`src/rtl/hazard_scoreboard_pkg.sv`:
```
// Shared types and default sizing for the load-use hazard scoreboard.
package hazard_scoreboard_pkg;

    localparam int DEF_NUM_REGS = 32;
    localparam int DEF_NUM_SRC  = 2;

    typedef enum logic [1:0] {
        IDLE  = 2'd0,
        DRAIN = 2'd1,
        TAKE  = 2'd2
    } state_t;

endpackage

```
`src/rtl/hazard_scoreboard_sb_regfile.sv`:
```
// Pending-load bit array: one bit per architectural register, set wins over
// clear on the same address, register 0 can never become pending.
module sb_regfile
    import hazard_scoreboard_pkg::*;
#(
    parameter int NUM_REGS = DEF_NUM_REGS,
    parameter int AW       = $clog2(NUM_REGS)
) (
    input  logic                clk,
    input  logic                rstn,
    input  logic                i_set_en,
    input  logic [AW-1:0]       i_set_addr,
    input  logic                i_clr_en,
    input  logic [AW-1:0]       i_clr_addr,
    output logic [NUM_REGS-1:0] o_pending,
    output logic                o_empty
);

    logic [NUM_REGS-1:0] r_pending;

    // Clear first, then set, so a same-cycle set on the same bit wins.
    always_ff @(posedge clk or negedge rstn) begin
        if (!rstn) begin
            r_pending <= '0;
        end else begin
            if (i_clr_en) begin
                r_pending[i_clr_addr] <= 1'b0;
            end
            if (i_set_en && (i_set_addr != '0)) begin
                r_pending[i_set_addr] <= 1'b1;
            end
        end
    end

    assign o_pending = r_pending;
    assign o_empty   = (r_pending == '0);

endmodule

```
`src/rtl/hazard_scoreboard.sv`:
```
// In-order pipeline hazard unit: stalls ID on loads still in flight and
// sequences interrupt entry once every outstanding load has written back.
module hazard_scoreboard
    import hazard_scoreboard_pkg::*;
#(
    parameter int NUM_REGS = DEF_NUM_REGS,
    parameter int NUM_SRC  = DEF_NUM_SRC,
    localparam int AW      = $clog2(NUM_REGS)
) (
    input  logic                  clk,
    input  logic                  rstn,
    input  logic                  id_valid,
    input  logic [NUM_SRC*AW-1:0] id_rs,
    input  logic [NUM_SRC-1:0]    id_rs_used,
    input  logic [AW-1:0]         id_rd,
    input  logic                  id_rd_we,
    input  logic                  id_is_load,
    input  logic                  ex_redirect,
    input  logic                  int_req,
    input  logic                  wb_valid,
    input  logic [AW-1:0]         wb_rd,
    output logic                  stall,
    output logic                  pc_write,
    output logic                  if_id_flush,
    output logic                  id_ex_flush,
    output logic                  int_ack,
    output logic                  sb_empty
);

    state_t              r_state;
    logic [NUM_REGS-1:0] w_pending;
    logic                w_empty;
    logic                w_raw;
    logic                w_waw;
    logic                w_hazard;
    logic                w_issue;
    logic                w_set_en;
    logic                w_clr_en;

    // A writeback landing this cycle bypasses the hazard on that register.
    always_comb begin
        w_raw = 1'b0;
        for (int k = 0; k < NUM_SRC; k++) begin
            if (id_rs_used[k] && w_pending[id_rs[k*AW +: AW]] &&
                !(wb_valid && (wb_rd == id_rs[k*AW +: AW]))) begin
                w_raw = 1'b1;
            end
        end
    end

    assign w_waw    = id_rd_we && (id_rd != '0) && w_pending[id_rd] &&
                      !(wb_valid && (wb_rd == id_rd));
    assign w_hazard = id_valid && (w_raw || w_waw);

    always_comb begin
        stall       = 1'b0;
        pc_write    = 1'b1;
        if_id_flush = 1'b0;
        id_ex_flush = 1'b0;
        int_ack     = 1'b0;
        if (ex_redirect) begin
            if_id_flush = 1'b1;
            id_ex_flush = 1'b1;
        end else if (r_state == DRAIN) begin
            stall       = 1'b1;
            pc_write    = 1'b0;
            id_ex_flush = 1'b1;
        end else if (r_state == TAKE) begin
            if_id_flush = 1'b1;
            id_ex_flush = 1'b1;
            int_ack     = 1'b1;
        end else if (w_hazard) begin
            stall       = 1'b1;
            pc_write    = 1'b0;
            id_ex_flush = 1'b1;
        end
    end

    assign w_issue  = id_valid && !stall && !if_id_flush;
    assign w_set_en = w_issue && id_rd_we && id_is_load && (id_rd != '0);
    assign w_clr_en = wb_valid && (wb_rd != '0);
    assign sb_empty = w_empty;

    // Once DRAIN is entered the interrupt is committed, even if int_req drops.
    always_ff @(posedge clk or negedge rstn) begin
        if (!rstn) begin
            r_state <= IDLE;
        end else if (!ex_redirect) begin
            case (r_state)
                IDLE:    if (int_req) r_state <= DRAIN;
                DRAIN:   if (w_empty) r_state <= TAKE;
                TAKE:    r_state <= IDLE;
                default: r_state <= IDLE;
            endcase
        end
    end

    sb_regfile #(
        .NUM_REGS (NUM_REGS),
        .AW       (AW)
    ) u_sb_regfile (
        .clk        (clk),
        .rstn       (rstn),
        .i_set_en   (w_set_en),
        .i_set_addr (id_rd),
        .i_clr_en   (w_clr_en),
        .i_clr_addr (wb_rd),
        .o_pending  (w_pending),
        .o_empty    (w_empty)
    );

endmodule

```
`config.mk`:
```
export PLATFORM = sky130hd
export DESIGN_NAME = hazard_scoreboard
export DESIGN_NICKNAME = d
export VERILOG_FILES = /design/src/rtl/hazard_scoreboard_pkg.sv /design/src/rtl/hazard_scoreboard_sb_regfile.sv /design/src/rtl/hazard_scoreboard.sv
export SDC_FILE = /design/constraint.sdc
export NUM_CORES = 1
export LEC_CHECK = 0
export ABC_CLOCK_PERIOD_IN_PS = 2600
export CORE_ASPECT_RATIO = 0.7
export CORE_MARGIN = 1
export CORE_UTILIZATION = 46
export DETAILED_ROUTE_END_ITERATION = 8
export PLACE_DENSITY = 0.77
export SETUP_SLACK_MARGIN = 0.15
export SYNTH_ARGS = -nofsm -noshare
export SYNTH_HDL_FRONTEND = slang
export SYNTH_SLANG_ARGS = --single-unit
```
`constraint.sdc`:
```
create_clock -name clk -period 2.6 [get_ports clk]
set_input_delay 0.39 -clock clk [delete_from_list [all_inputs] [get_ports clk]]
set_output_delay 0.39 -clock clk [all_outputs]
set_load 0.02 [all_outputs]
```
==> results of run 1 <==
sequential cells by signal (all words and copies together) (netlist names):
| signal | count |
|---|---|
| u_sb_regfile.o_pending | 32 |
| r_state | 2 |
timing repair:
action	CTS	global route
gates cloned	1	0
gates resized for setup	58	38
setup endpoints to repair	35	33
buffers inserted	5	4
pin swaps	7	15
cell families after synthesis:
kind of cell,Yosys count
flops,34
xor+xnor,15
compound gates,92
simple gates,107
mux,41
buf+inv,32
path summary, 6_finish.rpt:
path	startpoint	endpoint	slack, ps	cells after the start
min in group clk	r_state[0]	r_state[0]	560	2
hold / removal	rstn	u_sb_regfile.o_pending[9]	490	2
setup reg to reg	u_sb_regfile.o_pending[5]	u_sb_regfile.o_pending[9]	50	10
hold reg to reg	r_state[0]	r_state[0]	560	2
setup / recovery	u_sb_regfile.o_pending[9]	id_ex_flush	-370	7
max in group asynchronous	rstn	u_sb_regfile.o_pending[14]	1780	2
per-layer routing:
layer  share of wire, %  up-vias
met5                  0        -
met4                3.4        0
met3                 13       31
met2                 44      253
met1                 40     1635
li1                   -     1477
final cells by class:
class	count	area, um2	area share, %
Clock inverter	3	68.8	1.55
Tap cell	75	93.8	2.11
Sequential cell	34	855	19.2
Multi-Input combinational cell	255	2090	46.9
Clock buffer	5	68.8	1.55
Timing Repair Buffer	138	1250	28.1
Inverter	7	26.3	0.591
synth_stat cells (3+ instances only):
master and number:
o21ai_1 8, nor4_1 11, clkbuf_1 15, nor2_1 13, nand3_1 21, mux2i_1 24
buf_6 4, o41ai_1 5, o22ai_1 5, and2_1 4, or3_1 3, nor4bb_1 3
or3b_2 5, xnor2_1 3, inv_1 7, buf_2 6, nand3b_1 16, o31ai_1 3
dfrtp_1 34, nand2_1 9, or2_2 4, xor2_1 12, mux4_2 12, or4_1 5
o21ai_0 51, mux2_2 3
layout by cell type (no fill, tap or decap), types with 11 or more instances in the layout:
master	instances
buf_4	85
buf_6	15
clkdlybuf4s50_1	15
dfrtp_1	31
mux2i_1	22
mux4_2	14
nand3_1	20
nand3b_1	16
nor2_1	13
o21ai_0	43
o21ai_1	14
xor2_1	11
per-stage QoR:
step / instances / hold WS (ps) / cell area, um2 / setup WS, ps / TNS [ps]
floorplan: 321 / 94.4 / 2970 / 23.9 / 0
global placement: 499 / 549 / 3990 / -1100 / -13250
detailed placement: 499 / 553 / 3990 / -1190 / -14170
CTS: 513 / 502 / 4260 / -391 / -1020
global route: 517 / 552 / 4450 / -407 / -1080
finish: 517 / 490 / 4450 / -370 / -938
report_power, final:
group	total, mW	internal (mW)	switching, mW
clock	0.599	0.384	0.215
sequential	0.642	0.583	0.0595
combinational	0.855	0.432	0.423
total	2.10	1.40	0.698
critical path, stage by stage, from the launching register on:
cell and delay (ps):
dfrtp_1 430, buf_6 140, mux4_2 460, a22o_1 230
a31oi_2 190, o22ai_4 120, or4_4 550, buf_6 150
==> results.cfg, run 1 <==
[global_route]
grt_pass1_wl_um = 17000
grt_use_met3_pct = 6.55
grt_max_degree = 35
top_usage_layer = met2
grt.met1_usage_pct = 46.0
antenna_found_initial = 0
use_met2_pct = 54.1
grt_remaining_overflow = 0
grt_pass1_vias = 3194
track_usage_pct = 34.2

[final_layout]
drive_above_1_share_pct = 38.2
antenna_cells = 0
fill_cells = 422
syn2layout_area_growth_pct = 51.0
final_nets = 471
final_util_pct = 74.7

[clock_network]
cts_buffer_depth = 2
h-tree-depth = 2
clkTransAtPathRegs_ps = 80
cts_root_buf = clkbuf_8
holdBufCountCts = 0
clkLatencyLatePin_ps = 300
cts_buffers = 5
cts_sinks = 34
cts_tree = yes

[critical_path]
required_ps = 2210
start_kind = register
crit_type = register to primary output
critPathArrivalTime_ps = 2580
crit_fanout = 3
worst_setup_path_end_kind = primary output

[sta]
rsz0062_at_grt = yes
maxSlewViolCount = 0
final_hold_viol_count = 0
slew-limit-headroom_pct = 65.1
clock_skew_ps = 3.92
timing.fmax_mhz = 337
finalCriticalPeriod_ps = 2970
finalSetupViolCount = 3
tightestPinTransition_ps = 520
setup_slack_ps = -370
fin_crit_sh_pct = 114

[power]
powerDensity_nw_per_um2 = 471
ir_drop_v = 0.000368
leakagePower_nw = 1.94
power_mw = 2.10

[routing]
num_vias = 3396
wl_per_cell_um = 21.9
wl_um = 11300
dr.pass1.iters = 6
routed_via_density = 6.57
drcViolationCount = 12
ant_nets = 0
drt-initial-drc-count = 360

[floorplanning]
num_rows = 23
ios = 36
core_area_um2 = 5960
dieArea_um2 = 6730
die_x_um = 97.6
die_y_um = 68.9
initial_core_util_pct = 49.4

[logic_synthesis]
synth_edf_count = 0
synth_top_family_by_area = simple AND/OR/NAND/NOR gates
synth_compound_area_share_pct = 19.2
synthArstFlopShare_pct = 100
syn-num-nets = 351
synth_mux_area_share_pct = 20.3
synth-seq-cells = 34
syn_inst = 321
yosys_warnings = 0
yosysTopAreaCellShare_pct = 28.9
synth.area.top_cells = dfrtp_1, mux4_2, o21ai_0
synth-seq-area-share_pct = 28.9
synthFlopType = dfrtp_1
syn_area_um2 = 2950
ys_types = 52
yosysTopAreaCell = dfrtp_1
synth_simple_gate_area_share_pct = 21.9
synthXorXnorAreaFrac_pct = 4.46
yosys.area_share.adder_pct = 0
avgSynthCellArea_um2 = 9.18

[place]
hpwl_um = 8420
gp_congestion = 1.02
io_buffers = 35

[status]
status = finished, violations left
violations = design-rule violations, negative setup slack

[worst_hold_path]
min_path_type = input port to asynchronous set/reset pin

[flow_run]
drv_cap = 0
Power figures use the tool's default switching activity.
==> run 2: changes to the inputs <==
- ABC_CLOCK_PERIOD_IN_PS: 2600 -> 3000
- PLACE_DENSITY: 0.77 -> 0.74
- clock period: 2.6 -> 3 ns (I/O delays scaled with it)
==> run 2 against run 1 <==
The flow still finishes with violations (design-rule violations, negative setup slack). Die area unchanged. Clock power fell by 42%. Via count fell by 0.32%. Non-clock buffer count down 14. Total power decreased by 22%. Flip-flop and latch count stayed put. First-iteration DRC count is 4.2% higher. Sequential share of layout area grew 1.3 points. Utilization decreased by 4.7 points. Sequential power down 10%. Clock skew increased by 3.4 ps. Final area fell by 6.3%. Largest cell class unchanged.
==> results.cfg, run 2 (synthesis gave the netlist of run 1 again) <==
[power]
ir_drop_v = 0.000246
p_sw_mw = 0.592
comb_power_share_pct = 43.1
leakagePower_nw = 1.75
power_mw = 1.63
p_int_mw = 1.03
powerDensity_nw_per_um2 = 390
switching_share_pct = 36.4
pwr-share-seq_pct = 35.4
clkPwrFrac_pct = 21.5

[global_route]
grt_pass1_vias = 3216
grt_pass1_wl_um = 18100
grt_max_degree = 35
track_usage_pct = 36.6
grt_remaining_overflow = 0
antenna_found_initial = 0

[routing]
routed_via_density = 6.73
drt-initial-drc-count = 375
dr.pass1.iters = 8
ant_nets = 0
wl_per_cell_um = 23.6
num_vias = 3385
wl_um = 11900
drcViolationCount = 12

[sta]
finalCriticalPeriod_ps = 3050
fin_crit_sh_pct = 102
maxSlewViolCount = 0
timing.fmax_mhz = 328
tns_ps = -48.7
rsz0062_at_grt = yes
slew-limit-headroom_pct = 54.8
final_hold_viol_count = 0
clock_skew_ps = 7.36
tightestPinTransition_ps = 673
finalSetupViolCount = 1
setup_slack_ps = -48.7

[critical_path]
crit_type = register to primary output
required_ps = 2550
crit_fanout = 4
worst_setup_path_end_kind = primary output
start_kind = register
critPathArrivalTime_ps = 2600

[final_layout]
drive_above_1_share_pct = 35.0
final_nets = 457
largest_register_ffs = 32
stdcell_count = 503
syn2layout_area_growth_pct = 41.5
final_util_pct = 70.0
final_cell_mix = buf_4, o21ai_0, dfrtp_1
fill_cells = 464
antenna_cells = 0
final_common_cell = buf_4

[clock_network]
clkTransAtPathRegs_ps = 60
clkLatencyLatePin_ps = 290
h-tree-depth = 2
cts_buffers = 5
cts_tree = yes
cts_root_buf = clkbuf_8
cts_sinks = 34
cts_buffer_depth = 2
holdBufCountCts = 0

[floorplanning]
num_rows = 23
die_y_um = 68.9
ios = 36
core_area_um2 = 5960
dieArea_um2 = 6730
die_x_um = 97.6
initial_core_util_pct = 49.4

[place]
place_inst = 483
io_buffers = 35
gp_congestion = 1.04
hpwl_um = 8820
dp_slack_ps = -846

[worst_hold_path]
min_path_type = register to register

[status]
violations = design-rule violations, negative setup slack
status = finished, violations left

[flow_run]
drv_cap = 0
[run 2: power groups by stage]
stage / Sequential [mW] / Combinational [mW] / Clock [mW]
6_report: 0.576 / 0.701 / 0.350
5_1_grt: 0.577 / 0.743 / 0.373
4_1_cts: 0.568 / 0.656 / 0.353
3_5_place_dp: 0.576 / 0.636 / 0
3_3_place_gp: 0.572 / 0.619 / 0
2_1_floorplan: 0.555 / 0.337 / 0
[run 2: cell type report]
class	instances	area, um2	area share [%]
Timing Repair Buffer	124	1060	25.5
Multi-Input combinational cell	255	2040	48.9
Tap cell	75	93.8	2.25
Sequential cell	34	856	20.5
Clock buffer	7	86.3	2.07
Inverter	7	26.3	0.630
Clock inverter	1	5.00	0.120
[run 2: critical path, stage by stage, from the launching register on]
cell	delay, ps
dfrtp_2	470
mux4_2	490
nor4bb_4	170
a31oi_2	160
and4_4	290
o21ai_4	70
or4_4	510
buf_6	140
[run 2: through the flow]
stage | cell area (um2) | hold slack (ps)
after floorplan | 2950 | 154
after global placement | 3850 | 432
after detailed placement | 3850 | 443
after CTS | 4050 | 456
after global routing | 4170 | 480
final | 4170 | 464
[run 2: what timing repair did]
item                                    4_1_cts  5_1_grt
hold endpoints to repair                      0        0
endpoints found under the setup margin        3        4
gates resized for setup                      67       17
setup buffers                                 7        5
pin swaps                                    14       10
[run 2: final timing paths]
kind                                            start                    endpoint  slack [ps]  cells after the start
hold / removal              u_sb_regfile.o_pending[0]   u_sb_regfile.o_pending[0]         460                      0
min in group asynchronous                        rstn  u_sb_regfile.o_pending[17]         560                      2
max in group asynchronous                        rstn   u_sb_regfile.o_pending[8]        2100                      2
setup reg to reg            u_sb_regfile.o_pending[9]  u_sb_regfile.o_pending[24]         360                      9
hold reg to reg             u_sb_regfile.o_pending[0]   u_sb_regfile.o_pending[0]         460                      0
setup / recovery           u_sb_regfile.o_pending[12]                 id_ex_flush         -50                      7
[run 2: routing by layer]
| metal | global-route usage (%) | up-vias | routed length (um) |
|---|---|---|---|
| li1 | - | 1453 | - |
| met1 | 50.5 | 1634 | 4840 |
| met2 | 58.6 | 271 | 5100 |
| met3 | 8.47 | 27 | 1720 |
| met4 | 9.47 | 0 | 219 |
| met5 | 0 | - | 0 |
==> run 3: changes to the inputs <==
- CTS_CLUSTER_DIAMETER: default -> 50
- CTS_CLUSTER_SIZE: default -> 16
==> results of run 3 <==
No change in the layout: final DEF, timing and power equal those of run 2.
